### config.mk
export PLATFORM = sky130hd
export DESIGN_NAME = cla_seq_adder
export DESIGN_NICKNAME = d
export VERILOG_FILES = /design/src/rtl/cla_seq_adder.sv
export SDC_FILE = /design/constraint.sdc
export NUM_CORES = 1
export LEC_CHECK = 0
export CORE_ASPECT_RATIO = 2
export CORE_MARGIN = 5
export CORE_UTILIZATION = 54
export DETAILED_ROUTE_END_ITERATION = 10
export PLACE_DENSITY = 0.91
export SYNTH_ARGS = -nofsm -noshare
export SYNTH_HDL_FRONTEND = slang
export SYNTH_SLANG_ARGS = --single-unit
### constraint.sdc
create_clock -name clock -period 7.9 [get_ports clock]
set_clock_uncertainty 0.15 [all_clocks]
set_input_delay 0.79 -clock clock [delete_from_list [all_inputs] [get_ports clock]]
set_output_delay 0.79 -clock clock [all_outputs]
set_load 0.01 [all_outputs]
### src/rtl/cla_seq_adder.sv
// ---------------------------------------------------------------------------
// cla_seq_adder: multi-cycle WIDTH-bit adder built around a single shared
// CHUNK-bit carry-lookahead adder. Operands are added one chunk per clock,
// least-significant chunk first. The carry between chunks is held in a
// register and is rebuilt from the chunk's group propagate/generate.
//
// Ports:
//   clock         rising-edge clock
//   reset         synchronous, active-high
//   io_in_valid   operand request
//   io_in_ready   operands accepted when valid & ready at a rising edge
//   io_in_a/b     WIDTH-bit operands
//   io_in_cin     carry-in
//   io_out_valid  result available (held until io_out_ready)
//   io_out_ready  consumer accepts result
//   io_out_sum    (a + b + cin) mod 2^WIDTH
//   io_out_cout   carry out of bit WIDTH-1
//   io_busy       high while a transaction is in progress (RUN or DONE)
// ---------------------------------------------------------------------------

// Combinational W-bit carry-lookahead adder with group P/G outputs.
// io_cpg_p is the AND of the per-bit OR-propagates, io_cpg_g the group
// generate, so the chunk carry-out is io_cpg_g | (io_cpg_p & io_cpg_carry).
module cla_chunk #(
    parameter int W = 4
) (
    input  logic [W-1:0] io_a,
    input  logic [W-1:0] io_b,
    input  logic         io_cpg_carry,
    output logic [W-1:0] io_s,
    output logic         io_cpg_p,
    output logic         io_cpg_g
);
    logic [W-1:0] bit_g;
    logic [W-1:0] bit_p;

    always_comb begin
        logic cc;
        logic rp;
        // NOTE: every signal written here gets a default first, so no path
        // through the block can leave one unassigned and infer a latch.
        bit_g    = io_a & io_b;
        bit_p    = io_a | io_b;
        io_s     = '0;
        cc       = 1'b0;
        rp       = 1'b1;
        // Each bit's carry is a flat sum-of-products over the lower bits
        // rather than a ripple from its neighbour.
        for (int i = 0; i < W; i++) begin
            cc = 1'b0;
            rp = 1'b1;
            for (int j = i - 1; j >= 0; j--) begin
                cc = cc | (bit_g[j] & rp);
                rp = rp & bit_p[j];
            end
            io_s[i] = io_a[i] ^ io_b[i] ^ (cc | (rp & io_cpg_carry));
        end
        cc = 1'b0;
        rp = 1'b1;
        for (int j = W - 1; j >= 0; j--) begin
            cc = cc | (bit_g[j] & rp);
            rp = rp & bit_p[j];
        end
        io_cpg_g = cc;
        io_cpg_p = rp;
    end
endmodule

module cla_seq_adder #(
    parameter int WIDTH = 16,
    parameter int CHUNK = 4
) (
    input  logic             clock,
    input  logic             reset,
    input  logic             io_in_valid,
    output logic             io_in_ready,
    input  logic [WIDTH-1:0] io_in_a,
    input  logic [WIDTH-1:0] io_in_b,
    input  logic             io_in_cin,
    output logic             io_out_valid,
    input  logic             io_out_ready,
    output logic [WIDTH-1:0] io_out_sum,
    output logic             io_out_cout,
    output logic             io_busy
);
    localparam int NCHUNK = (WIDTH + CHUNK - 1) / CHUNK;
    localparam int R      = WIDTH % CHUNK;
    localparam int IDXW   = (NCHUNK > 1) ? $clog2(NCHUNK) : 1;

    typedef enum logic [1:0] {IDLE, RUN, DONE} state_t;

    state_t            state;
    state_t            state_next;
    logic [WIDTH-1:0]  a_reg;
    logic [WIDTH-1:0]  b_reg;
    logic              carry_reg;
    logic [IDXW-1:0]   idx;
    logic [WIDTH-1:0]  sum_reg;
    logic              cout_reg;

    logic [CHUNK-1:0]  add_a;
    logic [CHUNK-1:0]  add_b;
    logic              add_cin;
    logic [CHUNK-1:0]  add_s;
    logic              add_p;
    logic              add_g;
    logic              chunk_cout;
    logic              last_chunk;
    logic [WIDTH-1:0]  sum_next;

    cla_chunk #(.W(CHUNK)) u_cla (
        .io_a         (add_a),
        .io_b         (add_b),
        .io_cpg_carry (add_cin),
        .io_s         (add_s),
        .io_cpg_p     (add_p),
        .io_cpg_g     (add_g)
    );

    // Chunk select and sum merge. Operand bits beyond WIDTH are left at the
    // zero default, which is the zero padding of the last chunk. Outside RUN
    // the adder inputs stay at zero so the tree does not toggle.
    always_comb begin
        add_a    = '0;
        add_b    = '0;
        add_cin  = 1'b0;
        sum_next = sum_reg;
        if (state == RUN) begin
            add_cin = carry_reg;
            for (int n = 0; n < WIDTH; n++) begin
                if (n / CHUNK == int'(idx)) begin
                    add_a[n % CHUNK] = a_reg[n];
                    add_b[n % CHUNK] = b_reg[n];
                end
            end
        end
        for (int n = 0; n < WIDTH; n++) begin
            if (n / CHUNK == int'(idx)) begin
                sum_next[n] = add_s[n % CHUNK];
            end
        end
    end

    assign chunk_cout = add_g | (add_p & carry_reg);
    assign last_chunk = (idx == IDXW'(NCHUNK - 1));

    always_comb begin
        state_next = state;
        case (state)
            IDLE:    if (io_in_valid)  state_next = RUN;
            RUN:     if (last_chunk)   state_next = DONE;
            DONE:    if (io_out_ready) state_next = IDLE;
            default: state_next = IDLE;
        endcase
    end

    // NOTE: state uses non-blocking assignments so every register samples
    // the pre-edge values, independent of statement order.
    // NOTE: a_reg/b_reg carry no reset; they are always loaded on
    // acceptance before the datapath reads them.
    always_ff @(posedge clock) begin
        if (reset) begin
            state     <= IDLE;
            idx       <= '0;
            carry_reg <= 1'b0;
            sum_reg   <= '0;
            cout_reg  <= 1'b0;
        end else begin
            state <= state_next;
            case (state)
                IDLE: begin
                    if (io_in_valid) begin
                        a_reg     <= io_in_a;
                        b_reg     <= io_in_b;
                        carry_reg <= io_in_cin;
                        idx       <= '0;
                    end
                end
                RUN: begin
                    sum_reg   <= sum_next;
                    carry_reg <= chunk_cout;
                    if (last_chunk) begin
                        // With a partial last chunk the padded sum bit R is
                        // the true carry out of bit WIDTH-1.
                        cout_reg <= (R == 0) ? chunk_cout : add_s[R];
                    end else begin
                        idx <= idx + 1'b1;
                    end
                end
                default: ;
            endcase
        end
    end

    // Handshake outputs are forced low for the whole reset cycle.
    assign io_in_ready  = !reset && (state == IDLE);
    assign io_out_valid = !reset && (state == DONE);
    assign io_busy      = !reset && ((state == RUN) || (state == DONE));
    assign io_out_sum   = sum_reg;
    assign io_out_cout  = cout_reg;
endmodule

==> impl_metrics.toml <==
[power_and_ir_drop]
p_sw_frac = 0.338
p_switching_mw = 0.291
ir_worst_vdd_mv = 0.222
internal-power_mw = 0.571
pwr-share-comb = 0.393
power_density_mw_per_mm2 = 261
leakage_nw = 1.22
clockPowerShare = 0.190
seq_power_share = 0.417
p_total_mw = 0.862

[worst_hold_path]
hp-class = "flip-flop to flip-flop"
min_from = "io_out_sum[4]"
hold_end = "io_out_sum[4]"
hold_path_depth = 2

[die]
die_h_um = 108
dieArea_mm2 = 0.00642
start_util = 0.548
fp.dieW_um = 59.2
rows = 36
num_io_pins = 57
coreArea_mm2 = 0.00477

[critical_path]
r2r-end = "io_out_sum[15]"
worstPathRequired_ps = 6960
crit_path_start_kind = "input pin"
crit_fanout = 25
r2r_start = "idx[0]"
critPathSlowestCell = "clkdlybuf4s50_1"
crit_path_cell_trace = "clkdlybuf4s50_1 -> nor2b_1 -> clkdlybuf4s50_1"
crit_top_cell = "clkdlybuf4s50_1"
cp-end-kind = "primary output"
arrival_ps = 2650
r2r_slack_ps = 4540
critPathMaxStageDelay_ps = 920
path_class = "input pin to primary output"
reg2reg_depth = 10

[yosys]
synth_top_cell_by_area = "edfxtp_1"
synthArstFlopShare = 0
synth_top_family_by_area = "compound AO/OA/AOI/OAI gates"
synthAdderAreaFrac = 0.0794
syn_inst = 242
synth_warnings = 0
synthSimpleGateAreaFrac = 0.155
synthMuxAreaShare = 0.0134
synth_edf_count = 32
netlist.area_leader.share = 0.367
ys_top_cells_by_area = "edfxtp_1, dfxtp_1, ha_1, inv_1, a21oi_1"
synthDistinctLibCells = 37
seq_area_frac_synth = 0.536
synth_xor_area_frac = 0.00335
synth_compound_area_frac = 0.159
ys_ff_latch = 54
syn_avg_cell_area_um2 = 10.8
syn_area_mm2 = 0.00262
syn_nets = 295
synthFlopType = "edfxtp_1"

[timing]
fmax_mhz = 278
setup_tns_ps = 0
finalHoldViolCount = 0
fin_crit_ps = 3590
setup_viol = 0
grt_setup_unrepaired = "false"
worst_slew_pin_slew_ps = 1030
finalMaxSlewViolations = 0
maxSlewHeadroom = 0.311
fin_crit_sh = 0.455

[route]
top_layer = "met4"
wl_met1_mm = 1.95
routedWlPerCell_um = 15.1
viasPerCell = 5.47
drt_iter0_drc = 56
wl_met2_mm = 2.86
wl_mm = 5.28
firstDrtPassIters = 4
ant_nets = 0
wl_met3_um = 358
drc_errors = 0
vias = 1913

[global_routing]
grtUsageTotal = 0.178
grt_max_degree = 33
grt_pass1_vias = 2004
antenna_found_initial = 0
grt-ovfl-total = 0
grt_pass1_wl_mm = 8.73

[clocking]
cts_made_buffers = 5
clock_sinks = 54
insertion_delay_ps = 310
root_buffer = "clkbuf_8"
clk_pin_slew_worst_paths_ps = 90
ctsLongestPathBuffers = 2
post_cts_buffers = 0
holdBufCountCts = 0
cts_max_level = 2
cts_tree = "built"
cts_resized = 0

[cells_and_area]
fin_nets = 345
num_antenna_cells = 0
drive_above_1_share = 0.0444
syn2layout_area_growth_pct = 26.2

[run]
drv_cap = 0

[placement]
dpl.hpwl_mm = 3.89
port_buffers = 56
routabilityCongestion = 0.812

[status]
status = "finished, final reports clean"
## through the flow
| stage | instance area [um^2] | hold slack [ps] | std cells | util | setup slack [ps] |
|---|---|---|---|---|---|
| floorplan | 2620 | 331 | 242 | - | 4920 |
| global placement | 3200 | 293 | 342 | 0.670 | 4350 |
| detailed placement | 3200 | 302 | 342 | 0.670 | 4340 |
| CTS | 3300 | 315 | 350 | 0.691 | 4320 |
| global route | 3300 | 350 | 350 | 0.691 | 4200 |
| finish | 3300 | 316 | 350 | 0.691 | 4310 |
## per-layer routing
metal	up-vias	global-route usage
met4	0	0.0810
li1	949	-
met1	890	0.192
met5	-	0
met2	63	0.314
met3	11	0.0430
## worst max-delay path by stage
| stage | endpoint | cells past startpoint | from |
|---|---|---|---|
| global route | io_in_ready | 3 | reset |
| finish | io_in_ready | 3 | reset |
| CTS | io_in_ready | 3 | reset |
| floorplan | io_out_sum[15] | 12 | idx[1] |
| detailed placement | io_in_ready | 3 | reset |
| global placement | io_in_ready | 3 | reset |
## cells in the final DEF (no fill, tap or decap), types with 4 or more instances in the layout
cell	n
nand3b_1	8
and2_1	13
edfxtp_1	32
nand2_1	19
a211oi_1	5
o21a_1	4
nor2_1	18
inv_1	25
clkbuf_8	5
clkdlybuf4s50_1	56
a21oi_1	17
ha_1	15
nor2b_1	7
o21ai_0	5
dfxtp_1	22
nand3_1	4
a221oi_1	9
## cells in the mapped netlist, drive strengths merged (7+ instances only)
cell type,n
nand2,19
a221oi,9
edfxtp,32
a21oi,17
dfxtp,22
nor2,18
clkbuf,12
inv,23
nand3b,8
ha,15
nor2b,7
and2,14
## power groups by stage
stage / combinational [mW] / sequential, mW / clock, mW
5_1_grt: 0.377 / 0.363 / 0.180
3_5_place_dp: 0.337 / 0.366 / 0
4_1_cts: 0.341 / 0.359 / 0.170
6_report: 0.338 / 0.359 / 0.164
3_3_place_gp: 0.324 / 0.363 / 0
2_1_floorplan: 0.233 / 0.366 / 0
## cells by family after synthesis
| logic type | count (synthesis) |
|---|---|
| adder cells (fa/ha/maj) | 16 |
| XOR/XNOR | 1 |
| AO/OA/AOI/OAI | 53 |
| flip-flops | 54 |
| multiplexers | 3 |
| buffers and inverters | 37 |
| AND/OR/NAND/NOR | 78 |
## critical path: cells and delay by family
kind                   cells  cell delay [ps]
buffers and inverters      2             1500
and+or+nand+nor            1              350
## layout make-up
type                    instances  area [um^2]
fillers                       370         1470
inverters                      23         86.3
repair buffers                 57          568
well taps                      57         71.3
flip-flops and latches         54         1400
multi-input cells             151         1070
clock inverters                 2         7.51
clock buffers                   6         93.8
Note: power is estimated with default switching activity, not from simulation.
